<file path="config.mk">
export PLATFORM = sky130hd
export DESIGN_NAME = stack_node
export DESIGN_NICKNAME = d
export VERILOG_FILES = /design/src/rtl/tis_pkg.sv /design/src/rtl/rr_arbiter.sv /design/src/rtl/stack_node.sv
export SDC_FILE = /design/constraint.sdc
export NUM_CORES = 1
export LEC_CHECK = 0
export CORE_MARGIN = 5
export CORE_UTILIZATION = 35
export DETAILED_ROUTE_END_ITERATION = 10
export DONT_BUFFER_PORTS = 1
export PLACE_DENSITY = 0.5
export REMOVE_ABC_BUFFERS = 1
export SETUP_SLACK_MARGIN = 0.05
export SLEW_MARGIN = 0
export SYNTH_ARGS = -nofsm -noshare
export SYNTH_HDL_FRONTEND = slang
export SYNTH_SLANG_ARGS = --single-unit
</file>
<file path="constraint.sdc">
create_clock -name clk -period 13.3 [get_ports clk]
set_input_delay 3.325 -clock clk [delete_from_list [all_inputs] [get_ports clk]]
set_output_delay 3.325 -clock clk [all_outputs]
set_load 0.005 [all_outputs]
</file>
<file path="src/rtl/tis_pkg.sv">
// Shared TIS-100 grid types: word format, accumulator range
// and the neighbour port numbering used by grid nodes.
package tis_pkg;

  localparam int WORD_W = 11;

  typedef logic signed [WORD_W-1:0] word_t;

  localparam int ACC_MAX = 999;
  localparam int ACC_MIN = -999;

  typedef enum logic [1:0] {
    UP    = 2'd0,
    LEFT  = 2'd1,
    RIGHT = 2'd2,
    DOWN  = 2'd3
  } port_e;

endpackage

</file>
<file path="src/rtl/rr_arbiter.sv">
// Round-robin arbiter: one-hot grant to the first requester at or
// after the pointer; the pointer moves past the winner on a grant.
module rr_arbiter
  import tis_pkg::*;
#(
  parameter int N = 4
) (
  input  logic         clk,
  input  logic         rst,
  input  logic [N-1:0] req,
  output logic [N-1:0] grant,
  output logic         valid
);

  localparam int PW = (N > 1) ? $clog2(N) : 1;

  logic [PW-1:0] ptr_q, ptr_d;
  logic [PW-1:0] idx;
  int            j;

  always_comb begin
    grant = '0;
    valid = 1'b0;
    ptr_d = ptr_q;
    idx   = '0;
    j     = 0;
    for (int i = 0; i < N; i++) begin
      j = int'(ptr_q) + i;
      if (j >= N) j = j - N;
      idx = PW'(j);
      if (!valid && req[idx]) begin
        valid      = 1'b1;
        grant[idx] = 1'b1;
        ptr_d      = (j == N - 1) ? '0 : PW'(j + 1);
      end
    end
  end

  always_ff @(posedge clk) begin
    if (rst) begin
      ptr_q <= '0;
    end else begin
      ptr_q <= ptr_d;
    end
  end

endmodule

</file>
<file path="src/rtl/stack_node.sv">
// Shared LIFO grid node: neighbours push/pop words over a
// one-cycle ack handshake, one operation per clock, round-robin.
module stack_node
  import tis_pkg::*;
#(
  parameter int WIDTH  = WORD_W,
  parameter int DEPTH  = 15,
  parameter int NPORTS = 4
) (
  input  logic                          clk,
  input  logic                          rst,
  input  logic [NPORTS-1:0]             write,
  input  logic [NPORTS-1:0][WIDTH-1:0]  in,
  output logic [NPORTS-1:0]             wready,
  input  logic [NPORTS-1:0]             read,
  output logic [NPORTS-1:0]             rready,
  output logic [NPORTS-1:0][WIDTH-1:0]  out,
  output logic [$clog2(DEPTH+1)-1:0]    count
);

  localparam int CW = $clog2(DEPTH + 1);
  localparam int PW = (NPORTS > 1) ? $clog2(NPORTS) : 1;

  logic [WIDTH-1:0] mem_q [0:DEPTH-1];

  logic [CW-1:0]                 count_q, count_d;
  logic [NPORTS-1:0]             wready_q, wready_d;
  logic [NPORTS-1:0]             rready_q, rready_d;
  logic [NPORTS-1:0][WIDTH-1:0]  out_q, out_d;

  logic              full, empty;
  logic [NPORTS-1:0] elig, grant;
  logic              gnt_v;
  logic [PW-1:0]     gidx;
  logic              do_push, do_pop;
  logic [CW-1:0]     pop_idx;

  // Ports being acked this cycle are masked so they cannot win twice.
  always_comb begin
    full  = (count_q == CW'(DEPTH));
    empty = (count_q == '0);
    elig  = ((write & {NPORTS{!full}}) | (read & {NPORTS{!empty}}))
          & ~wready_q & ~rready_q;
  end

  rr_arbiter #(.N(NPORTS)) u_arb (
    .clk   (clk),
    .rst   (rst),
    .req   (elig),
    .grant (grant),
    .valid (gnt_v)
  );

  always_comb begin
    gidx = '0;
    for (int i = 0; i < NPORTS; i++) begin
      if (grant[i]) gidx = PW'(i);
    end
    do_push  = gnt_v && (|(grant & write)) && !full;
    do_pop   = gnt_v && !do_push;
    pop_idx  = count_q - CW'(1);
    count_d  = count_q;
    wready_d = '0;
    rready_d = '0;
    out_d    = out_q;
    unique case (1'b1)
      do_push: begin
        count_d  = count_q + CW'(1);
        wready_d = grant;
      end
      do_pop: begin
        count_d     = pop_idx;
        rready_d    = grant;
        out_d[gidx] = mem_q[pop_idx];
      end
      default: ;
    endcase
  end

  always_ff @(posedge clk) begin
    if (rst) begin
      count_q  <= '0;
      wready_q <= '0;
      rready_q <= '0;
      out_q    <= '0;
    end else begin
      count_q  <= count_d;
      wready_q <= wready_d;
      rready_q <= rready_d;
      out_q    <= out_d;
    end
  end

  always_ff @(posedge clk) begin
    if (!rst && do_push) begin
      mem_q[count_q] <= in[gidx];
    end
  end

  assign wready = wready_q;
  assign rready = rready_q;
  assign out    = out_q;
  assign count  = count_q;

endmodule

</file>
==> flow_metrics.tcl <==
set metrics [dict create \
    fin_crit_ns 7.058 \
    arrival_ns 7.19 \
    vias 5537 \
    grt.met3_usage_pct 2.927 \
    worst_skew_pair.late_latency_ns 0.51 \
    ant_nets 0 \
    cts_hold_buf 0 \
    antenna_cells 0 \
    hold_violations 0 \
    dieArea_um2 31250 \
    area_delta_synth_final_pct 13.03 \
    drive_gt1_share_pct 21.29 \
    clkSinkCount 223 \
    antenna_found_initial 0 \
    gp_congestion 0.8784 \
    r2r_slack_ns 7.52 \
    cp-start-kind "primary input" \
    hold_depth 2 \
    worst_setup_path_end_kind "flip-flop" \
    die_h_um 176.8 \
    post-route-drc-count 0 \
    r2r-start "count[0]" \
    critPathLaunch "read[1]" \
    maxSlewViolCount 0 \
    synth_edf_count 165 \
    place_area_um2 10120 \
    relSlewSlack_pct 16.43 \
    register_area_um2 6120 \
    wl_um 23620 \
    design_area_um2 11000 \
    nNetsFinal 714 \
    grt_pass1_wl_um 35930 \
    grt.total_usage_pct 15.06 \
    cp_data_required_time_ns 13.44 \
    synthCells 656 \
    yosys.area.top_type_share_pct 50.89 \
    rows 61 \
    worst_slack_ns 6.242 \
    ys_warn_count 0 \
    reg2reg_to "mem_q[7][6]" \
    multi_input_area_um2 3443 \
    setup_violations 0 \
    first_pass_iters 4 \
    synthTopCellsByArea "edfxtp_1 (51%), dfxtp_1 (12%), mux4_2 (8.1%)" \
    postCtsSetupRepairBufs 0 \
    io_pins 110 \
    synth_common_cells "edfxtp_1 (165), dfxtp_1 (58), nor2b_1 (55)" \
    tritoncts "yes" \
    grt_max_degree 70 \
    die_w_um 176.8 \
    grt-busiest-layer "met2" \
    core_area_um2 27630 \
    hold_class "flip-flop to flip-flop" \
    fmax_ghz 0.1417 \
    cts_buffer_depth 3 \
    ys_ff_latch 223 \
    overflow 0 \
    met1_usage_pct 18.58 \
    synthArstFlopShare_pct 0 \
    synth_top_area_cell "edfxtp_1" \
    clockRootBuffer "clkbuf_16" \
    ys_types 50 \
    nFillCells 2575 \
    path_max_fanout 19 \
    post-synth-top-count-cell "edfxtp_1" \
    place_hpwl_um 16060 \
    initial_core_util_pct 35.24 \
    post_cts_resized 0 \
    synth.cell_area_um2 9736 \
    max_cap_viol_count 0 \
    cts_buffers 24 \
    wl_per_cell_um 22.61 \
    worst_pin_slew_ns 1.253 \
    rsz0062_at_grt "no" \
    drtIter0Drc 328 \
    clkTransAtPathRegs_ns 0.06 \
    use_met2_pct 27.30 \
    synth_seq_area_share_pct 62.82 \
    synth.avg_cell_area_um2 14.84 \
    endpoint "mem_q[7][6]" \
    critPathKind "primary input to flip-flop" \
    worstRegToRegCells 12 \
    io_buffers 0 \
    finalCritPeriodShare_pct 53.07 \
    status "complete, no violations" \
    detail_route.vias_per_cell 5.299 \
    skew_ns 0.01154 \
    synth_ff_type "edfxtp_1" \
    pre_cts_ws_ns 5.741 \
    grt_pass1_vias 5951 \
    htreeDepth 1 \
    setup_tns_ns 0 \
]
cell families (layout without fill, tap and decap cells):
| family | Yosys count | in the layout | share of synthesized area (%) |
|---|---|---|---|
| compound gates | 107 | 107 | 7.711 |
| buf+inv | 47 | 58 | 2.108 |
| flops | 223 | 223 | 62.82 |
| fa+ha+maj | 11 | 11 | 1.414 |
| mux | 95 | 95 | 15.24 |
| simple gates | 167 | 167 | 10.17 |
| xor+xnor | 6 | 6 | 0.5399 |
registers in the layout, summed over array words and instances, names as in the netlist:
name / flops
count: 4
out: 44
u_arb.ptr_q: 2
mem_q: 165
wready: 4
rready: 4
worst min-delay path by stage:
| stage | startpoint | endpoint | slack, ns |
|---|---|---|---|
| 2_1_floorplan | u_arb.ptr_q[1] | u_arb.ptr_q[1] | 0.54 |
| 3_3_place_gp | u_arb.ptr_q[1] | u_arb.ptr_q[1] | 0.60 |
| 3_5_place_dp | u_arb.ptr_q[1] | u_arb.ptr_q[1] | 0.60 |
| 4_1_cts | u_arb.ptr_q[1] | u_arb.ptr_q[1] | 0.61 |
| 5_1_grt | out[6] | out[6] | 0.65 |
| 6_report | u_arb.ptr_q[1] | u_arb.ptr_q[1] | 0.61 |
stage by stage:
| stage | std cells | util (%) | hold slack [ns] |
|---|---|---|---|
| final | 1045 | 39.83 | 0.6063 |
| after global routing | 1045 | 39.83 | 0.6479 |
| after CTS | 1045 | 39.83 | 0.6053 |
| after detailed placement | 1001 | 36.62 | 0.5960 |
| after global placement | 1001 | 36.62 | 0.6015 |
| after floorplan | 615 | - | 0.5409 |
cell type report:
type | instances | area share [%]
Sequential cell | 223 | 55.61
Multi-Input combinational cell | 386 | 31.29
Clock buffer | 31 | 6.254
Tap cell | 378 | 4.298
Clock inverter | 13 | 1.796
Timing Repair Buffer | 8 | 0.5458
Inverter | 6 | 0.2047
metal layers:
| metal | share of wire (%) | vias to the layer above |
|---|---|---|
| li1 | - | 2526 |
| met1 | 40 | 2790 |
| met2 | 52 | 191 |
| met3 | 5.8 | 30 |
| met4 | 1.6 | 0 |
| met5 | 0 | - |
critical path: stages:
cell and delay, ns:
a21oi_1 0.09, nor4b_1 0.57, o2111ai_1 0.21, a211oi_2 0.51, and2_1 0.50, o21ai_1 0.15
a41oi_2 0.61, and2b_1 0.59, and3_1 0.62
layout by cell type (no fill, tap or decap), drive strengths merged, types with 3 or more instances in the layout:
master and count:
o21ai 16, or2 3, mux2i 14, clkinvlp 3
and2 20, bufinv 5, xor2 3, a21o 3
or3 3, nor3 10, nor2 28, and3 16
nor4 4, nor2b 56, a22oi 3, ha 11
nand2 5, clkinv 5, mux4 35, a22o 4
buf 8, nand3 15, a21oi 27, mux2 46
xnor2 3, inv 6, dfxtp 58, a221o 10
clkbuf 31, a211oi 35, edfxtp 165, o2111ai 3
Power is not shown: default switching activity piles up to over one toggle a cycle in this logic, so the estimate is an artifact.
